`src/rtl/prenc83_reg.sv`:
```
// Registered priority encoder: reports the index of the highest set request bit
// one clock after it is presented, with an Idle flag when no request is active.
// N must be a power of two (>= 2) and W must equal log2(N).
module prenc83_reg #(
   parameter int unsigned N = 8,
   parameter int unsigned W = 3
) (
   input  logic         clk,
   input  logic         rst_n,
   input  logic [N-1:0] A,
   output logic [W-1:0] Y,
   output logic         Idle
);

   logic [W-1:0] idx;
   logic         none;
   logic [W-1:0] y_q;
   logic         idle_q;

   // Priority chain: scanning upward, a later (higher) set bit overrides lower ones.
   always_comb begin
      idx  = '0;
      none = 1'b1;
      for (int unsigned i = 0; i < N; i++) begin
         if (A[i]) begin
            idx  = W'(i);
            none = 1'b0;
         end
      end
   end

   // Output registers; reset forces the "no request" encoding immediately.
   always_ff @(posedge clk or negedge rst_n) begin
      if (!rst_n) begin
         y_q    <= '0;
         idle_q <= 1'b1;
      end else begin
         y_q    <= idx;
         idle_q <= none;
      end
   end

   assign Y    = y_q;
   assign Idle = idle_q;

endmodule

```
`config.mk`:
```
export PLATFORM = sky130hd
export DESIGN_NAME = prenc83_reg
export DESIGN_NICKNAME = d
export VERILOG_FILES = /design/src/rtl/prenc83_reg.sv
export SDC_FILE = /design/constraint.sdc
export NUM_CORES = 1
export LEC_CHECK = 0
export ABC_AREA = 1
export BUFFER_PORTS_ARGS = -buffer_cell sky130_fd_sc_hd__buf_4
export CORE_AREA = 2 2 39 41
export DETAILED_ROUTE_END_ITERATION = 8
export DIE_AREA = 0 0 41 43
export SYNTH_ARGS = -nofsm -noshare
export SYNTH_HDL_FRONTEND = slang
export SYNTH_SLANG_ARGS = --single-unit
```
`constraint.sdc`:
```
create_clock -name clk -period 0.8 [get_ports clk]
set_clock_uncertainty 0.05 [all_clocks]
set_input_delay 0.08 -clock clk [delete_from_list [all_inputs] [get_ports clk]]
set_output_delay 0.08 -clock clk [all_outputs]
set_load 0.02 [all_outputs]
```
==> impl_results.md <==
- # setup viols final: 4
- Die Ht: 43 um
- Static leakage power: 0.180 nW
- Launch point of the worst path: Idle
- Buf+Inv Stages, Crit Path: 1
- WL per Instance: 7.02 um
- Critical path's top delay family: flip-flops
- Slew Viols, Final: 0
- Outcome: complete, but fails checks
- Final Core Density: 0.258
- Final WL: 400 um
- Cts bufs inserted: 3
- Setup ws final: -0.182 ns
- CTS tree: done
- Critical Path, Cell by Cell: buf_6
- Gr ovfl total: 0
- Critical path peak fanout: 1
- IO buf count: 13
- Post-route insts no fill: 57
- Yosys warning total: 0
- Row count: 14
- Least-Margin Pin Slew: 0.147 ns
- Violated checks: setup timing
- Routed Antenna Nets: 0
- Worst VDD drop: 0.404 mV
- Worst path required time: 0.67 ns
- Post-synthesis sequential element count: 4
- Total GRT Usage: 0.0654
- CP max stage cell: dfstp_2
- Hold Crit Class: primary input to flop
- Maximum number of pins on one net before global-route repair: 5
- Post-synthesis cell count: 22
- Area leader, netlist: dfrtp_1
- Crit path capture type: output port
- Fill cell count: 156
- PD cells: 1660 nW/um^2
- DP Area: 295 sq um
- DIE AREA: 1760 sq um
- Mapped cell area: 178 sq um
- Via/cell ratio: 3.42
- Reg clk slew, reported paths: 0.04 ns
- Final Wtd Congestion: 0.737
- IO Pins: 14
- Synth Area per Inst: 8.08 sq um
- 1st-iter DRT viols: 0
- CORE AREA: 1380 sq um
- Hold slack: 0.00788 ns
- DP Cell Count: 51
- Hold Startpoint: A[0]
- Crit path largest cell delay: 0.51 ns
- Number of max-cap violations: 0
- RSZ-0062 raised after global routing: yes
- Die width: 41 um
- Tmin final: 0.982 ns
- Drc violations: 0
- Startpoint types: flop
- Area Overhead vs Synth: 101%
- Fin nets: 52
- Antenna Cells: 0
- Syn_nets: 32
- Post-CTS setup buffers: 0
- CTS Sinks: 4
- Period utilization: 1.23
- CTS Buffer Depth: 2
- Drt pass-1 iters: 1
- Initial core utilization: 0.128
- Netlist cell types: 9
- Seq/Total Area, Yosys: 0.570
- Top cells by area, synth: dfrtp_1 (42%), dfstp_2 (15%), nand2_1 (13%), inv_2 (11%), nand3_1 (5.6%)
- Global-route wire length before repair: 703 um
- Yosys top cell area share: 0.423
- CTS root buffer: clkbuf_4
- Initial antenna violation count: 0
- Routed vias: 195
- WP data arrival: 0.85 ns
- CTS HTree Levels: 1
- Worst slew margin: 0.901
- Vias in the first global route: 206
- Share of layout cells above drive strength 1: 0.537
- Kind of critical path: flop to output port
- Final instance area: 357 sq um
- Fin. Hold Viols: 0
- Top achievable clock speed: 1020 MHz
- Fin Setup TNS: -0.347 ns
cell type report:
type	count	area [sq um]	area share
Inverter	6	22.5	0.0632
Clock buffer	4	26.3	0.0737
Multi-Input combinational cell	12	53.8	0.151
Timing Repair Buffer	15	133	0.372
Tap cell	16	20.0	0.0561
Sequential cell	4	101	0.284
through the flow:
| step | setup slack, ns | power, W |
|---|---|---|
| finish | -0.182 | 0.000591 |
| global route | -0.205 | 0.000630 |
| CTS | -0.197 | 0.000610 |
| detailed placement | 0.0522 | 0.000306 |
| global placement | 0.0530 | 0.000306 |
| floorplan | 0.116 | 0.000251 |
where the power goes:
group	total, W	internal, W	leakage (nW)	switching [W]
combinational	0.000102	0.0000588	0.125	0.0000435
sequential	0.000214	0.000211	0.0402	0.00000310
clock	0.000274	0.000187	0.0150	0.0000866
total	0.000591	0.000458	0.180	0.000133
synthesized netlist by cell type:
cell / number
nand2_1: 6
nand4_1: 1
o211ai_1: 1
nor2_1: 2
inv_1: 1
inv_2: 5
nand3_1: 2
dfstp_2: 1
dfrtp_1: 3
worst paths after layout:
path | slack [ns] | cells after the start | endpoint
worst max-delay path | -0.18 | 1 | Idle
worst min-delay path | 0.008 | 4 | Idle
max in group asynchronous | 0.37 | 2 | Idle
min in group asynchronous | 0.13 | 2 | Y[1]
placed cells by master, fill, tap and decap left out, drive strengths merged:
| cell type | synthesis | routed |
|---|---|---|
| buf | 0 | 13 |
| nand2 | 6 | 6 |
| inv | 6 | 6 |
| clkbuf | 0 | 4 |
| dfrtp | 3 | 3 |
| nand3 | 2 | 2 |
| nor2 | 2 | 2 |
| dlygate4sd3 | 0 | 2 |
| dfstp | 1 | 1 |
| o211ai | 1 | 1 |
| nand4 | 1 | 1 |
state kept, by name, summed over array words and instances, names as in the netlist:
name,count
Y,3
Idle,1
metal layers:
layer  share of wire  track usage  vias to the layer above
li1                -            -                      103
met3            0.11            0                        0
met5               0            0                        -
met1            0.39       0.0680                       82
met2            0.50       0.0813                       10
met4               0        0.120                        0
cells by family (layout without fill, tap and decap cells):
kind of cell	count (synthesis)	after routing	synth area share
compound gates	1	1	0.0423
buf+inv	6	25	0.127
flops	4	4	0.570
simple gates	11	11	0.261
repair_timing:
action / 4_1_cts / 5_1_grt
hold buffers: 2 / 0
cloned: 0 / 0
gates resized for setup: 4 / 0
endpoints found under the hold margin: 5 / 0
setup endpoints to repair: 4 / 4
No activity file was read; power rests on OpenSTA's default activity.
